## config.mk

```make
export PLATFORM = sky130hd
export DESIGN_NAME = fp_unpacker_pipe
export DESIGN_NICKNAME = d
export VERILOG_FILES = /design/src/rtl/fp_unpack_pkg.sv /design/src/rtl/fp_lzc.sv /design/src/rtl/fp_unpacker_pipe.sv
export SDC_FILE = /design/constraint.sdc
export NUM_CORES = 1
export LEC_CHECK = 0
export BUFFER_PORTS_ARGS = -buffer_cell sky130_fd_sc_hd__buf_4
export CAP_MARGIN = 40
export CORE_MARGIN = 3
export CORE_UTILIZATION = 58
export DETAILED_ROUTE_END_ITERATION = 8
export PLACE_DENSITY = 0.91
export SLEW_MARGIN = 20
export SYNTH_ARGS = -nofsm -noshare
export SYNTH_HDL_FRONTEND = slang
export SYNTH_SLANG_ARGS = --single-unit
```

## constraint.sdc

```tcl
create_clock -name clk -period 2.5 [get_ports clk]
set_input_delay 0.375 -clock clk [delete_from_list [all_inputs] [get_ports clk]]
set_output_delay 0.375 -clock clk [all_outputs]
set_load 0.02 [all_outputs]
```

## src/rtl/fp_unpack_pkg.sv

```systemverilog
// Shared definitions for the floating-point unpacker: class codes and
// width/bias helpers derived from the exponent and mantissa field widths.
package fp_unpack_pkg;

    localparam logic [2:0] CLS_ZERO = 3'd0;
    localparam logic [2:0] CLS_SUB  = 3'd1;
    localparam logic [2:0] CLS_NORM = 3'd2;
    localparam logic [2:0] CLS_INF  = 3'd3;
    localparam logic [2:0] CLS_QNAN = 3'd4;
    localparam logic [2:0] CLS_SNAN = 3'd5;

    function automatic int fp_bias(input int exp_w);
        return (1 << (exp_w - 1)) - 1;
    endfunction

    // Width able to hold a leading-zero count of 0..mant_w inclusive.
    function automatic int lzw(input int mant_w);
        return $clog2(mant_w + 1);
    endfunction

endpackage

```

## src/rtl/fp_lzc.sv

```systemverilog
// Combinational leading-zero counter; an all-zero input yields WIDTH.
module fp_lzc #(
    parameter int WIDTH = 23,
    parameter int OUT_W = $clog2(WIDTH + 1)
) (
    input  logic [WIDTH-1:0] din,
    output logic [OUT_W-1:0] count
);

    // NOTE: blocking assignments in always_comb; later loop iterations
    // overwrite earlier ones, so the highest set bit decides the count.
    always_comb begin
        count = OUT_W'(WIDTH);
        for (int i = 0; i < WIDTH; i++) begin
            if (din[i]) begin
                count = OUT_W'(WIDTH - 1 - i);
            end
        end
    end

endmodule

```

## src/rtl/fp_unpacker_pipe.sv

```systemverilog
// Multi-lane floating-point unpacker: stage 1 splits and classifies each
// lane, stage 2 normalises subnormals and forms the unbiased exponent.
module fp_unpacker_pipe
    import fp_unpack_pkg::*;
#(
    parameter int EXP_W  = 8,
    parameter int MANT_W = 23,
    parameter int LANES  = 4,
    parameter int FTZ    = 0,
    localparam int LZW   = lzw(MANT_W)
) (
    input  logic                              clk,
    input  logic                              rst,
    input  logic                              in_valid,
    output logic                              in_ready,
    input  logic [LANES*(1+EXP_W+MANT_W)-1:0] in_data,
    output logic                              out_valid,
    input  logic                              out_ready,
    output logic [LANES-1:0]                  out_sign,
    output logic [LANES*(EXP_W+2)-1:0]        out_exp,
    output logic [LANES*(MANT_W+1)-1:0]       out_mant,
    output logic [LANES*3-1:0]                out_cls,
    output logic [LANES*LZW-1:0]              out_lzc,
    output logic                              out_any_nan
);

    localparam int W    = 1 + EXP_W + MANT_W;
    localparam int XW   = EXP_W + 2;
    localparam int MW   = MANT_W + 1;
    localparam int BIAS = fp_bias(EXP_W);

    localparam logic signed [XW-1:0] BIAS_X   = XW'(BIAS);
    localparam logic signed [XW-1:0] SUB_BASE = XW'(-BIAS);

    logic s1_valid, s2_valid;
    logic adv1, adv2, take;
    logic [LANES-1:0] s1_nan;

    // Each stage advances when it is empty or the stage after it moves.
    assign adv2      = !s2_valid || out_ready;
    assign adv1      = !s1_valid || adv2;
    assign in_ready  = adv1;
    assign take      = in_valid && adv1;
    assign out_valid = s2_valid;

    always_ff @(posedge clk) begin
        if (rst) begin
            s1_valid <= 1'b0;
            s2_valid <= 1'b0;
        end else begin
            if (adv1) s1_valid <= in_valid;
            if (adv2) s2_valid <= s1_valid;
        end
    end

    always_ff @(posedge clk) begin
        if (rst) begin
            out_any_nan <= 1'b0;
        end else if (adv2 && s1_valid) begin
            out_any_nan <= |s1_nan;
        end
    end

    for (genvar i = 0; i < LANES; i++) begin : g_lane
        logic              sign_f;
        logic [EXP_W-1:0]  exp_f;
        logic [MANT_W-1:0] man_f;
        logic [LZW-1:0]    lz_c;
        logic [2:0]        cls_c;

        logic              s1_sign;
        logic [EXP_W-1:0]  s1_exp;
        logic [MANT_W-1:0] s1_man;
        logic [2:0]        s1_cls;
        logic [LZW-1:0]    s1_lz;

        logic signed [XW-1:0] exp_n;
        logic [MW-1:0]        mant_n;
        logic [LZW-1:0]       lzc_n;

        logic              s2_sign;
        logic [XW-1:0]     s2_exp;
        logic [MW-1:0]     s2_mant;
        logic [2:0]        s2_cls;
        logic [LZW-1:0]    s2_lzc;

        assign sign_f = in_data[i*W + W - 1];
        assign exp_f  = in_data[i*W + MANT_W +: EXP_W];
        assign man_f  = in_data[i*W +: MANT_W];

        fp_lzc #(.WIDTH(MANT_W), .OUT_W(LZW)) u_lzc (
            .din   (man_f),
            .count (lz_c)
        );

        always_comb begin
            cls_c = CLS_NORM;
            if (exp_f == '0) begin
                cls_c = (man_f == '0 || FTZ != 0) ? CLS_ZERO : CLS_SUB;
            end else if (exp_f == '1) begin
                if (man_f == '0)          cls_c = CLS_INF;
                else if (man_f[MANT_W-1]) cls_c = CLS_QNAN;
                else                      cls_c = CLS_SNAN;
            end
        end

        // NOTE: data registers are cleared on reset too, so a discarded
        // in-flight beat can never leak onto the outputs afterwards.
        always_ff @(posedge clk) begin
            if (rst) begin
                s1_sign <= 1'b0;
                s1_exp  <= '0;
                s1_man  <= '0;
                s1_cls  <= CLS_ZERO;
                s1_lz   <= '0;
            end else if (take) begin
                s1_sign <= sign_f;
                s1_exp  <= exp_f;
                s1_man  <= man_f;
                s1_cls  <= cls_c;
                s1_lz   <= lz_c;
            end
        end

        assign s1_nan[i] = (s1_cls == CLS_QNAN) || (s1_cls == CLS_SNAN);

        // Subnormal: shifting by lz+1 puts the leading one in the hidden
        // bit, and 1 - BIAS - (lz+1) collapses to -BIAS - lz.
        always_comb begin
            exp_n  = '0;
            mant_n = '0;
            lzc_n  = '0;
            case (s1_cls)
                CLS_NORM: begin
                    exp_n  = $signed({2'b00, s1_exp}) - BIAS_X;
                    mant_n = {1'b1, s1_man};
                end
                CLS_SUB: begin
                    exp_n  = SUB_BASE - $signed(XW'(s1_lz));
                    mant_n = {1'b0, s1_man} << (s1_lz + LZW'(1));
                    lzc_n  = s1_lz;
                end
                CLS_INF, CLS_QNAN, CLS_SNAN: begin
                    mant_n = {1'b0, s1_man};
                end
                default: ;
            endcase
        end

        always_ff @(posedge clk) begin
            if (rst) begin
                s2_sign <= 1'b0;
                s2_exp  <= '0;
                s2_mant <= '0;
                s2_cls  <= CLS_ZERO;
                s2_lzc  <= '0;
            end else if (adv2 && s1_valid) begin
                s2_sign <= s1_sign;
                s2_exp  <= exp_n;
                s2_mant <= mant_n;
                s2_cls  <= s1_cls;
                s2_lzc  <= lzc_n;
            end
        end

        assign out_sign[i]             = s2_sign;
        assign out_exp[i*XW +: XW]     = s2_exp;
        assign out_mant[i*MW +: MW]    = s2_mant;
        assign out_cls[i*3 +: 3]       = s2_cls;
        assign out_lzc[i*LZW +: LZW]   = s2_lzc;
    end

endmodule
```

Yosys cells after proc, flatten, opt, wreduce, memory -nomap -nowiden
Cells that the tools add are included.
- $add $sub $neg: 12
- equality and inequality tests: 24
- shift-type cells: 4
- mux-type cells: 124
- reductions and logical operators: 23
- operators by type and width (operator ; number):
    5-bit 2-to-1 mux ; 68
    24-bit case mux with 3 select lines ; 4
    23-bit by 5-bit left shift with 24-bit output ; 4
    23-bit zero test ; 4
    3-bit 2-to-1 mux ; 28
    10-bit case mux with 2 select lines ; 4
    8-bit by 6-bit subtractor with 9-bit output, first input constant ; 4
    8-bit by 7-bit subtractor with 9-bit output, second input constant ; 4
    8-bit == test, second input constant ; 4
    8-bit zero test ; 4
    3-bit by 2-bit == test with 1-bit output, second input constant ; 8
    3-bit == test, second input constant ; 8
    5-bit by 1-bit adder with 5-bit output, second input constant ; 4
    2-bit 2-to-1 mux ; 8
    3-bit by 1-bit == test with 1-bit output, second input constant ; 4
    1-bit 2-to-1 mux ; 12
    3-bit OR reduction ; 4
    1-bit logical OR ; 6
    4-bit OR reduction ; 1
    1-bit logical AND ; 2
    1-bit zero test ; 2
- register bits after elaboration: 335
- output and inout port bits: 175
- logic and storage cells: 230

Longest topological paths before layout
- depth in word-level cells: 23
- mapped depth: 10
- mapped depth without buffers: 7

By module
From an unflattened synthesis, not the netlist that was laid out.
- cell total of the unflattened synthesis: 2424
- area, all modules: 19575.0 µm²
- modules (own cells, without submodules) (module ; times used ; cells an instance ; area each (µm²)):
    fp_unpacker_pipe ; 1 ; 2256 ; 18629.1
    fp_lzc ; 4 ; 42 ; 236.5

Least setup slack after synthesis
OpenSTA, ideal clock, no wires.
- path type: flip-flop to flip-flop
- start: register g_lane[2].s1_lz[1]
- end: register g_lane[2].s2_mant[15]
- setup time: 0.122 ns
- arrival: 2.161 ns
- required time: 2.378 ns
- slack: 0.217 ns
- stages on the path, launching flop included: 9
- buffers on the path: 2
- cell sequence: dfxtp_1 -> ha_1 -> clkbuf_1 -> buf_2 -> mux4_2 -> mux2_2 -> nor2_1 -> a211oi_1 -> a221o_1
- longest elaborated chain between the ends: 3
- ends and longest elaborated chain (item ; RTL line ; source):
    start, declared ; fp_unpacker_pipe.sv:75 ; logic [LZW-1:0] s1_lz;
    start signal, assigned ; fp_unpacker_pipe.sv:121 ; s1_lz <= lz_c;
    5-bit by 1-bit adder with 5-bit output ; fp_unpacker_pipe.sv:140 ; mant_n = {1'b0, s1_man} << (s1_lz + LZW'(1));
    23-bit by 5-bit left shift with 24-bit output ; fp_unpacker_pipe.sv:140 ;
    24-bit case mux with 3 select lines ; fp_unpacker_pipe.sv:133 ; case (s1_cls)
    end signal, assigned ; fp_unpacker_pipe.sv:160 ; s2_mant <= mant_n;
    end, declared ; fp_unpacker_pipe.sv:83 ; logic [MW-1:0] s2_mant;
No other way between the ends.
A chain may end at the register's enable or synchronous reset.

Worst setup path in the final report
- start: register g_lane[3].s1_lz[0]
- end: register g_lane[3].s2_mant[7]
- longest elaborated chain between the ends: 3
- ends and longest elaborated chain (item ; RTL line):
    start, declared ; fp_unpacker_pipe.sv:75
    start signal, assigned ; fp_unpacker_pipe.sv:121
    5-bit by 1-bit adder with 5-bit output ; fp_unpacker_pipe.sv:140
    23-bit by 5-bit left shift with 24-bit output ; fp_unpacker_pipe.sv:140
    24-bit case mux with 3 select lines ; fp_unpacker_pipe.sv:133
    end signal, assigned ; fp_unpacker_pipe.sv:160
    end, declared ; fp_unpacker_pipe.sv:83
No other way between the ends.

==> summary.md <==
Timing
• 0.460 — worst max-slew margin expressed relative to the limit
• 0.0178 ns — clock skew after layout
• 0 — Final Max Slew Viols
• no — setup repair after global routing missed its margin
• 0 ns — final total negative setup slack
• 0.808 ns — Tightest Pin Transition
• 2.38 ns — final critical path time including I/O delays and setup
• 0 — number of hold violations in the final report
• 0 — Final setup violation count
• 0.950 — Tcrit/Tclk final
• 421 MHz — timing-limited maximum frequency

Logic synthesis
• compound AO/OA/AOI/OAI gates — combinational family with the most area after synthesis
• dfxtp_1 — dominant cell type by area after synthesis
• 0.353 — fraction of post-synthesis cell area in the top cell type by area
• 7.86 µm² — post-synthesis average cell area
• 2,535 — synthesized net count
• 0 — Synthesis Warnings
• 0 — Post-synth ARST share
• 0.0271 — xor and xnor area share after synthesis
• dfxtp_1 35%, nand2_1 9.8%, a21oi_1 7.0%, mux4_2 5.5%, mux2i_1 5.0% — most area-consuming cells after synthesis
• 0.215 — Post-Synth Simple-Gate Area
• 0.0188 mm² — combined area of all synthesized cells
• 67 — count of distinct cell types in the synthesized netlist
• 0.229 — compound-cell area share of the yosys netlist
• dfxtp_1 — most frequently used flop master after synthesis
• 2,387 — Synth Instances
• 0.0107 — adder and majority gate portion of the synthesized area
• 0.116 — multiplexer area fraction after synthesis
• 0.353 — sequential fraction of the synthesis area
• 0 — number of flops mapped to enable cells by yosys
• 331 — Seq cells post-synth

Clock network
• 0.06 ns — clock-pin slew on the worst setup and hold paths
• 331 — clk sinks
• clkbuf_16 — CTS root buf
• yes — TritonCTS clock tree
• 37 — cts bufs inserted
• 3 — CTS Buffer Depth
• 2 — htree depth
• 0.55 ns — insertion delay of the later-clocked pin in the worst-skew pair

Setup path
• 2.91 ns — Req. time, crit path
• reg2reg — critical path start-end classification
• 0.58 ns — Max stage delay on crit path
• ha_1 — cell with the largest stage delay on the worst path
• 2.79 ns — arrival time worst endpoint
• 8 — worst-path maximum fanout
• 0 — number of buffer and inverter instances along the worst setup path
• ha_1, mux2_2, o21ai_0, o21ai_0, a22oi_1, o21ai_0 — list of cells traversed by the critical path
• compound AO/OA/AOI/OAI gates — top cell family by delay on the critical path
• o21ai_0 — cell mode on critical path
• flop — sort of element at the end of the critical path
• flop — element type at the critical path start

Power and ir drop
• 13,800 µW — PnR Total Power
• 0.00902 µW — leakage power of the design
• 0.565 mV — maximum resistive drop on vdd
• 596 mW/mm² — total power divided by cell area

Layout
• 2,810 — Layout Nets
• 0.729 — core utilization of the finished layout
• 23.4% — Area growth syn-to-layout
• 0.210 — fraction of layout cells with a size suffix above 1
• nand2_1 — most common cell after layout, fill and taps aside
• 2,468 — final-layout fill cell count
• 490 x nand2_1, 410 x buf_4, 331 x dfxtp_1 — most used cells in the layout excluding fill and tap cells

Drt
• 0 — DR DRC count
• 3,154 — Starting DRT DRC Count
• 72.1 mm — total wirelength of the detailed-routed design
• 6.71 — vias per cell
• 0 — number of antenna-violating nets in the routed design
• 7 — Detailed Routing Iterations Pass 1
• 20,771 — total number of vias
• 23.3 µm — routed wirelength normalized by instance count

Outcome
• completed — run status

Floorplan
• 186 µm — x dimension of the die
• 0.591 — Initial Util
• 186 µm — die height
• 65 — row count
• 307 — I/O pins
• 0.0345 mm² — die footprint
• 0.0317 mm² — area inside the core boundary

Global route
• 0.402 — overall global routing resource usage
• 3 — number of antenna violations at the first check in global routing
• 89 — largest net degree at the start of global routing
• 0 — global-route congestion overflow total
• 110 mm — wire length of the first global-routing pass
• 18,942 — number of global-route vias before repair

Placement
• 306 — number of buffers inserted by port buffering
• 53.6 mm — estimated wirelength of the detail-placed design
• 1.07 — gpl congestion

Min path
• in2reg — classification of the worst-slack hold path

Run
• 0 — Max Cap Viol

==> routing by layer <==
layer	global-route usage	vias to the layer above	wire length (µm)
met5	0	-	13
li1	-	9251	-
met1	0.569	9754	28900
met4	0.147	2	2810
met2	0.600	1530	31200
met3	0.0960	234	9240
==> flip-flops by register name, indices dropped and copies added, names as in the netlist <==
signal and cells:
g_lane.s2_lzc 20, out_any_nan 1, g_lane.s1_lz 20, g_lane.s2_mant 96, g_lane.s1_man 92, g_lane.s1_sign 4, g_lane.s2_exp 36, g_lane.s2_cls 12
out_valid 1, s1_valid 1, g_lane.s1_exp 32, g_lane.s2_sign 4, g_lane.s1_cls 12
==> area by class of cell <==
cell class              count  area (µm²)  area share
diodes                      2        5.00    0.000216
well taps                 402         503      0.0217
clock buffers              48        1020      0.0440
repair buffers            424        3350       0.145
inverters                  38         143     0.00616
flip-flops and latches    331        6630       0.286
multi-input cells        1830       11200       0.486
clock inverters            19         241      0.0104
==> kinds of logic after synthesis <==
family / count (synthesis)
AO/OA/AOI/OAI: 664
XOR/XNOR: 58
adder cells (fa/ha/maj): 16
buffers and inverters: 226
flip-flops: 331
multiplexers: 157
AND/OR/NAND/NOR: 935
==> cell usage after synthesis (30+ instances only) <==
master / number
dfxtp_1: 331
mux2i_1: 94
nor3_1: 58
a211oi_1: 43
o22ai_1: 31
nand2_1: 492
nor2_1: 200
o21ai_0: 81
clkbuf_1: 125
a22oi_1: 72
inv_1: 37
nand3_1: 56
xnor2_1: 30
buf_2: 37
a221oi_1: 32
a21oi_1: 261
mux4_2: 46
==> through the flow <==
stage | hold WS [ns] | cell area (µm²) | worst slack, ns | std cells
global route | 0.0883 | 23100 | 0.00562 | 3094
finish | 0.0798 | 23100 | 0.125 | 3094
global placement | 0.438 | 21900 | 0.232 | 3025
floorplan | 0.432 | 18800 | 0.217 | 2387
CTS | 0.0629 | 23100 | 0.163 | 3092
detailed placement | 0.449 | 21900 | 0.181 | 3025
==> power by group <==
group	switching (µW)	internal [µW]
logic	1420	956
clock network	2400	3240
registers	293	5480
==> path summary, 6_finish.rpt <==
kind,startpoint,end,slack [ns],cells after the start
hold / removal,in_data[31],g_lane[0].s1_sign,0.08,3
setup reg to reg,g_lane[3].s1_lz[0],g_lane[3].s2_mant[7],0.12,6
hold reg to reg,g_lane[2].s1_sign,g_lane[2].s2_sign,0.45,2
setup / recovery,g_lane[3].s1_lz[0],g_lane[3].s2_mant[7],0.12,6
==> worst reg2reg max path: cells and delay by family (launching register included) <==
kind,cells,cell delay (ns)
compound gates,4,0.93
fa+ha+maj,1,0.58
flops,1,0.34
mux,1,0.40
==> repair_timing <==
action | CTS | global route
buffers inserted | 0 | 0
setup endpoints to repair | 0 | 2
gates resized for setup | 0 | 2
hold buffers | 0 | 0
Note: power is estimated with default switching activity, not from simulation.
